## src/rtl/ahb_arbiter.sv

```systemverilog
// Round-robin AHB bus arbiter: registered one-hot grants, hmaster/hmastlock, fixed bursts never broken.
// Optional locked-transfer support is enabled by defining AHB_ARB_LOCK_EN.
module ahb_arbiter #(
    parameter int NUM_M     = 4,
    parameter int DEFAULT_M = 0
) (
    input  logic                       clk,
    input  logic                       hreset,
    input  logic [NUM_M-1:0]           hbusreq,
    input  logic [NUM_M-1:0]           hlock,
    input  logic [1:0]                 htrans,
    input  logic [2:0]                 hburst,
    input  logic                       hready,
    output logic [NUM_M-1:0]           hgrant,
    output logic [$clog2(NUM_M)-1:0]   hmaster,
    output logic                       hmastlock
);
    localparam int MW = $clog2(NUM_M);

    localparam logic [1:0] TR_IDLE   = 2'd0;
    localparam logic [1:0] TR_BUSY   = 2'd1;
    localparam logic [1:0] TR_NONSEQ = 2'd2;
    localparam logic [1:0] TR_SEQ    = 2'd3;

    localparam logic [0:0] ST_ARB   = 1'b0;
    localparam logic [0:0] ST_BURST = 1'b1;

    localparam logic [MW-1:0] DEF_IDX = MW'(DEFAULT_M);

    logic [0:0]       state_reg, state_next;
    logic [3:0]       cnt_reg, cnt_next;
    logic [3:0]       burst_len;
    logic [MW-1:0]    owner_reg, owner_next;
    logic [MW-1:0]    last_reg, last_next;
    logic [MW-1:0]    winner;
    logic             any_req;
    logic             lock_hold;
    logic             arb_point;
    logic [NUM_M-1:0] grant_oh_next;
    logic [NUM_M-1:0] grant_oh_default;
    logic [NUM_M-1:0] hgrant_reg;
    logic [MW-1:0]    hmaster_reg;
    logic             hmastlock_reg;

    always_comb begin
        case (hburst)
            3'd2, 3'd3: burst_len = 4'd3;
            3'd4, 3'd5: burst_len = 4'd7;
            3'd6, 3'd7: burst_len = 4'd15;
            default:    burst_len = 4'd0;
        endcase
    end

    // Beats still owed by a fixed-length burst; frozen during wait states.
    always_comb begin
        cnt_next = cnt_reg;
        if (hready) begin
            case (htrans)
                TR_NONSEQ: cnt_next = burst_len;
                TR_SEQ:    cnt_next = (cnt_reg == 4'd0) ? 4'd0 : cnt_reg - 4'd1;
                TR_IDLE:   cnt_next = 4'd0;
                default:   cnt_next = cnt_reg;
            endcase
        end
    end

    always_comb begin
        state_next = state_reg;
        case (state_reg)
            ST_ARB:   if (cnt_next != 4'd0) state_next = ST_BURST;
            ST_BURST: if (cnt_next == 4'd0) state_next = ST_ARB;
            default:  state_next = ST_ARB;
        endcase
    end

`ifdef AHB_ARB_LOCK_EN
    assign lock_hold = hlock[owner_reg];
`else
    logic unused_hlock;
    assign unused_hlock = ^hlock;
    assign lock_hold    = 1'b0;
`endif

    assign arb_point = hready && (htrans != TR_BUSY) && (cnt_next == 4'd0) && !lock_hold;
    assign any_req   = |hbusreq;

    // Rotating scan: first requester after the last winner, wrapping.
    always_comb begin
        logic          found;
        logic [MW-1:0] idx;
        winner = DEF_IDX;
        found  = 1'b0;
        idx    = '0;
        for (int k = 1; k <= NUM_M; k++) begin
            idx = MW'((int'(last_reg) + k) % NUM_M);
            if (!found && hbusreq[idx]) begin
                winner = idx;
                found  = 1'b1;
            end
        end
    end

    always_comb begin
        owner_next = owner_reg;
        last_next  = last_reg;
        if (arb_point) begin
            if (any_req) begin
                owner_next = winner;
                if (winner != owner_reg) last_next = winner;
            end else begin
                owner_next = DEF_IDX;
            end
        end
    end

    generate
        for (genvar gi = 0; gi < NUM_M; gi++) begin : g_grant_dec
            assign grant_oh_next[gi]    = (owner_next == MW'(gi));
            assign grant_oh_default[gi] = (gi == DEFAULT_M);
        end
    endgenerate

    always_ff @(posedge clk) begin
        if (hreset) begin
            state_reg     <= ST_ARB;
            cnt_reg       <= 4'd0;
            owner_reg     <= DEF_IDX;
            last_reg      <= DEF_IDX;
            hgrant_reg    <= grant_oh_default;
            hmaster_reg   <= DEF_IDX;
            hmastlock_reg <= 1'b0;
        end else begin
            state_reg  <= state_next;
            cnt_reg    <= cnt_next;
            owner_reg  <= owner_next;
            last_reg   <= last_next;
            hgrant_reg <= grant_oh_next;
            // Address-phase ownership trails the grant by one accepted transfer.
            if (hready) begin
                hmaster_reg <= owner_reg;
`ifdef AHB_ARB_LOCK_EN
                hmastlock_reg <= hlock[owner_reg];
`else
                hmastlock_reg <= 1'b0;
`endif
            end
        end
    end

    assign hgrant    = hgrant_reg;
    assign hmaster   = hmaster_reg;
    assign hmastlock = hmastlock_reg;

endmodule

```

## config.mk

```make
export PLATFORM = sky130hd
export DESIGN_NAME = ahb_arbiter
export DESIGN_NICKNAME = d
export VERILOG_FILES = /design/src/rtl/ahb_arbiter.sv
export SDC_FILE = /design/constraint.sdc
export NUM_CORES = 1
export LEC_CHECK = 0
export CORE_AREA = 4 4 56 58
export DETAILED_ROUTE_END_ITERATION = 16
export DIE_AREA = 0 0 60 62
export PLACE_DENSITY = 0.56
export SLEW_MARGIN = 15
export SYNTH_ARGS = -nofsm -noshare
export SYNTH_HDL_FRONTEND = slang
export SYNTH_SLANG_ARGS = --single-unit
```

## constraint.sdc

```tcl
create_clock -name clk -period 3.8 [get_ports clk]
set_input_delay 0.76 -clock clk [delete_from_list [all_inputs] [get_ports clk]]
set_output_delay 0.76 -clock clk [all_outputs]
set_load 0.02 [all_outputs]
```

==> results of run 1 <==
-- power breakdown --
part           switching, mW  internal (mW)
sequential           0.00992          0.158
clock                 0.0434         0.0367
combinational         0.0556         0.0510
-- through the flow --
step           utilization  setup slack, ns  power, mW  cells  hold slack [ns]
4_1_cts              0.406             1.20      0.361    148            0.521
6_report             0.406             1.21      0.354    148            0.511
3_3_place_gp         0.397            0.890      0.276    145            0.481
2_1_floorplan            -             1.66      0.245    101            0.478
3_5_place_dp         0.397            0.916      0.278    145            0.497
5_1_grt              0.406             1.10      0.379    148            0.547
-- area by class of cell --
type,count,share of cell area
tap,31,0.0359
timing repair buffer,17,0.155
sequential,14,0.260
clock buffer,3,0.0209
inverter,8,0.0278
multi-input combinational,75,0.501
-- synth_stat cells, types with 2 or more instances --
| cell type | instances |
|---|---|
| nor2_1 | 11 |
| dfxtp_1 | 14 |
| nand2_2 | 2 |
| nor2b_1 | 4 |
| a21oi_1 | 4 |
| nand2_1 | 7 |
| ha_1 | 2 |
| inv_1 | 7 |
| a211oi_1 | 3 |
| nor3_1 | 3 |
| buf_4 | 2 |
| xor2_1 | 2 |
| nand3b_1 | 3 |
| nand2b_1 | 2 |
| nor2_2 | 2 |
| or3b_1 | 2 |
| nand3_1 | 4 |
| mux2i_1 | 6 |
-- layer usage --
metal	GRT usage	up-vias	part of all wire	wire, um
met5	0	-	0	0
li1	-	383	-	-
met3	0.0248	0	0.053	89
met4	0.0285	0	0	0
met2	0.177	16	0.49	826
met1	0.119	340	0.46	778
-- worst max-delay path, cell delays in order --
cell and delay (ns):
clkdlybuf4s50_1 0.69, inv_2 0.04, o21ai_1 0.16, o311ai_2 0.16
nor4_4 0.28, buf_4 0.21, o211ai_2 0.13, mux2_4 0.31
-- cells by family (layout without fill, tap and decap cells) --
group,after synthesis,in the layout,share of synthesized area
adder cells (fa/ha/maj),2,2,0.0284
other,1,1,0.00426
AO/OA/AOI/OAI,18,18,0.182
buffers and inverters,12,28,0.0682
XOR/XNOR,2,2,0.0199
multiplexers,7,7,0.0852
flip-flops,14,14,0.318
AND/OR/NAND/NOR,45,45,0.294
-- cell usage in the layout (no fill, tap or decap) --
cell             count
o22ai_1              1
a211oi_1             3
clkdlybuf4s50_1     16
nor4_4               1
nor2b_1              4
o211ai_2             1
nand3b_1             3
o21ai_0              1
nor2_2               2
mux2i_1              6
o311ai_2             1
a311oi_4             1
and2_1               1
dfxtp_1             14
clkbuf_4             3
a31oi_1              1
nand2b_2             1
ha_1                 2
mux2_4               1
nand2b_1             2
o21ai_1              1
buf_4                1
conb_1               1
nor3b_1              1
nor3_1               3
nor2_1              11
nand3_1              4
a21boi_0             1
inv_2                1
nor3_2               1
inv_1                7
nand2_1              7
o311ai_0             1
xor2_1               2
nand2_2              2
a21oi_1              4
or3b_1               2
a221oi_1             1
o221ai_2             1
-- final timing paths --
kind / from / end / slack [ns] / cells after the start
hold / removal: hmaster[1] / hmaster[1] / 0.51 / 2
setup / recovery: hready / last_reg[0] / 1.21 / 8
hold reg to reg: hmaster[1] / hmaster[1] / 0.51 / 2
setup reg to reg: cnt_reg[0] / last_reg[0] / 1.59 / 9
==> results.cfg, run 1 <==
[detailed_routing]
post_drt_via_cell_ratio = 4.99
drtIter0Drc = 18
drt-pass1-iter-count = 4
drt.antenna.violating_nets = 0
wl_per_cell_um = 11.4
routed_wl_mm = 1.69
via_count = 739
drc = 0

[grt]
gr-usage-all-layers = 0.0999
overflow = 0
grt_max_degree = 14
grt_pass1_wl_mm = 2.88
antenna_found_initial = 0
grt_pass1_vias = 698

[synthesis]
ys.flop_type = dfxtp_1
syn-cell-area_um2 = 881
synth_area_per_cell_um2 = 8.72
synth_edf_count = 0
synthTopCellsByArea = dfxtp_1, mux2i_1, nor2_1, a311oi_4, inv_1
yosys.area.top_type = dfxtp_1
synth-async-reset-ratio = 0
synth_top_area_frac = 0.318
netlist_instances = 101
ys_seq_area_frac = 0.318
synth-seq-cells = 14
synthesis.nets = 119
ys_types = 39
yosysWarnings = 0

[sta]
setup_tns_ns = 0
final-setup-viol-count = 0
hold_viol_final = 0
fin_crit_sh = 0.681
timing.fmax_mhz = 386
rsz0062_at_grt = no
drv_slew = 0
post-route-min-period_ns = 2.59
clock_skew_ns = 0.00539

[cells_and_area]
synthToLayoutAreaGrowth_pct = 22.6
fillCellCount = 277
multi_input_area_um2 = 541
antennaDiodeCount = 0
final_area_um2 = 1080
layout-drive-gt1-share = 0.145
nets = 137
seqCellArea_um2 = 280

[clock_tree]
clkTransAtPathRegs_ns = 0.08
numCtsBuffers = 3
ctsHoldBuffers = 0
cts_buffer_depth = 2
post_cts_resized = 0
post-cts-setup-buffers = 0
clock-root-buffer = clkbuf_4
clk-insertion-delay-late_ns = 0.27
cts_tree = yes
h-tree-depth = 1
cts.sinks = 14

[place]
dp_hpwl_mm = 1.34
io_buffers = 16
dpl_cell_area_um2 = 1060
place.gp.congestion = 0.783

[critical_path]
worstSetupEndpointType = flip-flop
critPathMaxFanout = 12
critPathLaunchType = primary input
cp.required_ns = 3.96
worst-setup-path-type = primary input to flip-flop
arrival_ns = 2.75

[flow_run]
drv_cap = 0

[die]
rows = 19
fp.coreArea_um2 = 2660
ioPinCount = 23
die_w_um = 60
initial_core_util = 0.331
die_area_um2 = 3720
die_h_um = 62

[power]
vdd_drop_max_v = 0.000198
powerDensity_nw_per_um2 = 328
power.leakage_nw = 0.404

[status]
status = finished, final reports clean

[min_path]
min_path_type = flip-flop to flip-flop
No activity file was read; power rests on OpenSTA's default activity.
==> run 2, diff against run 1 <==
--- a/config.mk
+++ b/config.mk
@@ -8,7 +8,7 @@
 export CORE_AREA = 4 4 56 58
 export DETAILED_ROUTE_END_ITERATION = 16
 export DIE_AREA = 0 0 60 62
-export PLACE_DENSITY = 0.56
+export PLACE_DENSITY = 0.58
 export SLEW_MARGIN = 15
 export SYNTH_ARGS = -nofsm -noshare
 export SYNTH_HDL_FRONTEND = slang
==> constraint.sdc (replaced) <==
create_clock -name clk -period 2.23 [get_ports clk]
set_input_delay 0.446 -clock clk [delete_from_list [all_inputs] [get_ports clk]]
set_output_delay 0.446 -clock clk [all_outputs]
set_load 0.02 [all_outputs]
==> run 2 against run 1 <==
  * Final cell count rose by 7.4%
  * Register-to-register slack got worse by 1.4 ns
  * Flip-flop and latch count did not move
  * Sequential share of layout area fell by 2.0 points
  * Worst hold slack got worse by 0.011 ns
  * Design area rose by 8.5%
  * Non-clock buffer count rose by 10
  * First-iteration DRC count fell by 17%
  * Routed wire length rose by 4.5%
  * Setup slack got worse by 1.1 ns
  * Sequential power rose by 71%
  * Total power rose by 89%
  * Highest routed layer is now met4
==> results.cfg, run 2 (synthesis results as in run 1) <==
[critical_path]
critPathLaunchType = flip-flop
worst-setup-path-type = flip-flop to flip-flop
critPathMaxFanout = 11
cp.buffers_inverters = 2
path_delay_family = simple AND/OR/NAND/NOR gates
worstSetupEndpointType = flip-flop
slowest_stage = dfxtp_1
path_cells = inv_1 > ha_1 > nor2b_1 > nor2b_2 > nor3_2 > nor4_4 > buf_4 > or3b_1 > a21oi_1
arrival_ns = 2.29
slowest_delay_ns = 0.36
cp.required_ns = 2.43

[clock_tree]
numCtsBuffers = 3
cts_buffer_depth = 2
h-tree-depth = 1
clock-root-buffer = clkbuf_4
ctsHoldBuffers = 0
cts.sinks = 14
clkTransAtPathRegs_ns = 0.09
cts_tree = yes
clk-insertion-delay-late_ns = 0.27

[place]
dp_hpwl_mm = 1.43
dp_slack_ns = -0.136
place.gp.congestion = 0.834
io_buffers = 16

[grt]
grt_pass1_vias = 744
gr-usage-all-layers = 0.106
grt_pass1_wl_mm = 2.99
grt_max_degree = 14
antenna_found_initial = 0
overflow = 0

[sta]
hold_viol_final = 0
clock_skew_ns = 0.00370
setup_tns_ns = 0
final-setup-viol-count = 0
layout_setup_ws_ns = 0.148
drv_slew = 0
rsz0062_at_grt = yes
fin_crit_sh = 0.934
post-route-min-period_ns = 2.08
timing.fmax_mhz = 480

[detailed_routing]
post_drt_via_cell_ratio = 4.92
drc = 0
via_count = 782
drtIter0Drc = 15
routed_wl_mm = 1.77
wl_per_cell_um = 11.1
drt-pass1-iter-count = 4
drt.antenna.violating_nets = 0

[status]
status = finished, final reports clean

[die]
rows = 19
die_w_um = 60
die_area_um2 = 3720
fp.coreArea_um2 = 2660
initial_core_util = 0.331
ioPinCount = 23
die_h_um = 62

[min_path]
min_path_type = flip-flop to flip-flop

[cells_and_area]
layout-drive-gt1-share = 0.227
antennaDiodeCount = 0
final_common_cell = clkdlybuf4s50_1
fillCellCount = 267
mostFrequentLayoutCells = clkdlybuf4s50_1, dfxtp_1, nor2_1, buf_4
nets = 147
synthToLayoutAreaGrowth_pct = 33.0

[flow_run]
drv_cap = 0

[power]
vdd_drop_max_v = 0.000335
powerDensity_nw_per_um2 = 571
power.leakage_nw = 0.459
[run 2: cell count changes in the layout (fill, tap and decap cells not counted), sizes merged]
cell | previous run | this run
clkbuf | 3 | 4
buf | 1 | 11
[run 2: layout make-up]
type                       count  area (um2)  share of cell area
multi-input combinational     75         543               0.464
sequential                    14         280               0.239
inverter                       8        30.0              0.0256
timing repair buffer          27         243               0.207
clock buffer                   4        36.3              0.0310
tap                           31        38.8              0.0331
[run 2: routing by layer]
layer	track usage	share of wire	up-vias
met2	0.174	0.47	20
met4	0.0665	0.030	0
li1	-	-	407
met5	0	0	-
met1	0.126	0.45	349
met3	0.0207	0.055	6
[run 2: report_power, final]
part	internal (mW)	switching (mW)	total (mW)
sequential	0.269	0.0170	0.286
combinational	0.104	0.0985	0.202
clock	0.0992	0.0818	0.181
total	0.472	0.197	0.669
[run 2: path summary, 6_finish.rpt]
check / endpoint / from / slack (ns) / depth (start not counted)
worst min-delay path: hmaster[1] / hmaster[1] / 0.50 / 2
worst max register to register: hgrant[2] / cnt_reg[0] / 0.15 / 9
worst max-delay path: hgrant[2] / cnt_reg[0] / 0.15 / 9
worst min register to register: hmaster[1] / hmaster[1] / 0.50 / 2
[run 2: what timing repair did]
item,in CTS,in global routing
setup buffers,0,0
gates resized for setup,0,1
hold endpoints to repair,0,0
endpoints found under the setup margin,0,3
[run 2: worst reg2reg max path, stage by stage (launching register included)]
cell	delay [ns]
dfxtp_1	0.36
inv_1	0.09
ha_1	0.22
nor2b_1	0.15
nor2b_2	0.18
nor3_2	0.24
nor4_4	0.09
buf_4	0.19
or3b_1	0.35
a21oi_1	0.14
[run 2: per-stage QoR]
stage          power, mW  area (um2)  utilization  std cells  hold slack (ns)
2_1_floorplan      0.418         881            -        101            0.478
4_1_cts            0.677        1170        0.439        159            0.510
5_1_grt            0.708        1170        0.440        159            0.571
3_3_place_gp       0.491        1130        0.425        155            0.482
3_5_place_dp       0.494        1130        0.425        155            0.488
6_report           0.669        1170        0.440        159            0.501
==> run 3, diff against run 2 <==
--- a/config.mk
+++ b/config.mk
@@ -5,10 +5,10 @@
 export SDC_FILE = /design/constraint.sdc
 export NUM_CORES = 1
 export LEC_CHECK = 0
-export CORE_AREA = 4 4 56 58
+export CORE_AREA = 4 4 49 51
 export DETAILED_ROUTE_END_ITERATION = 16
-export DIE_AREA = 0 0 60 62
-export PLACE_DENSITY = 0.58
+export DIE_AREA = 0 0 53 55
+export PLACE_DENSITY = 0.72
 export SLEW_MARGIN = 15
 export SYNTH_ARGS = -nofsm -noshare
 export SYNTH_HDL_FRONTEND = slang
==> constraint.sdc (replaced) <==
create_clock -name clk -period 2.31 [get_ports clk]
set_input_delay 0.462 -clock clk [delete_from_list [all_inputs] [get_ports clk]]
set_output_delay 0.462 -clock clk [all_outputs]
set_load 0.02 [all_outputs]
==> run 3 against run 2 <==
  * Routed wire length increased by 8.0%
  * Setup slack improved by 0.012 ns
  * Clock power decreased by 28%
  * Flip-flop and latch count unchanged
  * Critical path depth decreased by 2
  * Global-route usage increased by 4.0 points
  * Clock skew decreased by 0.0028 ns
  * Sequential power decreased by 3%
  * Via count increased by 0.38%
  * Critical endpoint is now hgrant[1]
  * Sequential share of layout area increased by 0.077 points
  * Total power decreased by 9.2%
==> results.cfg, run 3 (synthesis results as in run 1) <==
[critical_path]
worstSetupEndpointType = flip-flop
critPathLaunchType = primary input
path_depth = 7
r2r_start = cnt_reg[0]
critPathMaxFanout = 9
worst-setup-path-type = primary input to flip-flop
path_delay_family = buffers and inverters
path_cells = clkdlybuf4s50_1 > nand3b_1 > o311ai_2 > nor4_4 > buf_4 > or3b_1 > a21oi_1
worstReg2RegEnd = hgrant[1]
arrival_ns = 2.35
slowest_delay_ns = 0.61
slowest_stage = clkdlybuf4s50_1
cp.buffers_inverters = 2
reg2reg_depth = 8
r2r_setup_slack_ns = 0.20
cp.required_ns = 2.51

[sta]
holdWs_ns = 0.502
fin_crit_sh = 0.931
hold_viol_final = 0
timing.fmax_mhz = 465
post-route-min-period_ns = 2.15
drv_slew = 0
clock_skew_ns = 0.000935
rsz0062_at_grt = no
final-setup-viol-count = 0

[detailed_routing]
via_count = 785
drt-pass1-iter-count = 4
wl_per_cell_um = 12.3
drtIter0Drc = 8
routed_wl_mm = 1.91
drt.antenna.violating_nets = 0
post_drt_via_cell_ratio = 5.03
drc = 0

[cells_and_area]
nets = 149
fin_cells = 156
final_area_um2 = 1170
mostFrequentLayoutCells = clkdlybuf4s50_1, dfxtp_1, buf_4
final_common_cell = clkdlybuf4s50_1
layout-drive-gt1-share = 0.233
synthToLayoutAreaGrowth_pct = 32.5
antennaDiodeCount = 0

[clock_tree]
clk-insertion-delay-late_ns = 0.27
cts_tree = yes
numCtsBuffers = 3
clkTransAtPathRegs_ns = 0.07
h-tree-depth = 1
clock-root-buffer = clkbuf_4
cts.sinks = 14
ctsHoldBuffers = 0
cts_buffer_depth = 2

[grt]
gr-usage-all-layers = 0.146
overflow = 0
grt_pass1_vias = 745
grt_max_degree = 14
antenna_found_initial = 0
grt_pass1_wl_mm = 3.10

[power]
vdd_drop_max_v = 0.000477
power.leakage_nw = 0.462
powerDensity_nw_per_um2 = 520

[place]
dpl_cell_area_um2 = 1140
place.gp.congestion = 0.752
placed_cells = 153
io_buffers = 16
dp_hpwl_mm = 1.52

[die]
rows = 16
die_w_um = 53
initial_core_util = 0.454
ioPinCount = 23
die_h_um = 55
fp.coreArea_um2 = 1940
die_area_um2 = 2920

[min_path]
min_to = hmaster[0]
min_path_type = flip-flop to flip-flop
worstHoldStart = hmaster[0]
min_path_cells = 2

[status]
status = finished, final reports clean

[flow_run]
drv_cap = 0
run 3: area by class of cell:
type | count | area (um2)
repair buffers | 29 | 258
flip-flops and latches | 14 | 280
well taps | 27 | 33.8
fillers | 187 | 774
multi-input cells | 75 | 543
inverters | 8 | 30.0
clock buffers | 3 | 22.5
run 3: how the worst max path moves through the flow:
stage / from / slack, ns / endpoint
2_1_floorplan: cnt_reg[0] / 0.37 / last_reg[0]
3_3_place_gp: hready / -0.1 / hgrant[1]
5_1_grt: cnt_reg[0] / 0.007 / hgrant[1]
4_1_cts: cnt_reg[0] / 0.12 / hgrant[1]
3_5_place_dp: hready / -0.12 / hgrant[1]
6_report: hready / 0.16 / hgrant[1]
run 3: report_power, final:
part	internal [mW]	switching, mW
Combinational	0.103	0.0986
Sequential	0.259	0.0164
Clock	0.0604	0.0696
Total	0.423	0.185
run 3: through the flow:
stage	utilization	setup slack [ns]	total power [mW]	TNS, ns
after floorplan	-	0.373	0.403	0
after global routing	0.601	0.00689	0.644	0
after global placement	0.588	-0.0986	0.474	-0.371
after CTS	0.600	0.120	0.615	0
final	0.601	0.160	0.607	0
after detailed placement	0.588	-0.125	0.482	-0.660
run 3: repair_timing:
item	CTS	global route
resized for setup	0	1
buffers inserted	0	0
endpoints found under the setup margin	0	4
run 3: layer usage:
metal  GRT usage  routed length (um)  vias to the layer above
li1            -                   -                      405
met1       0.152                 815                      365
met5           0                   0                        -
met3      0.0590                  90                        0
met4      0.0213                   0                        0
met2       0.279                1010                       15
run 3: worst register-to-register path: stages, from the launching register on:
cell      delay [ns]
dfxtp_1         0.37
inv_1           0.10
ha_1            0.21
nor2b_1         0.15
o311ai_2        0.42
nor4_4          0.10
buf_4           0.18
or3b_1          0.34
a21oi_1         0.15
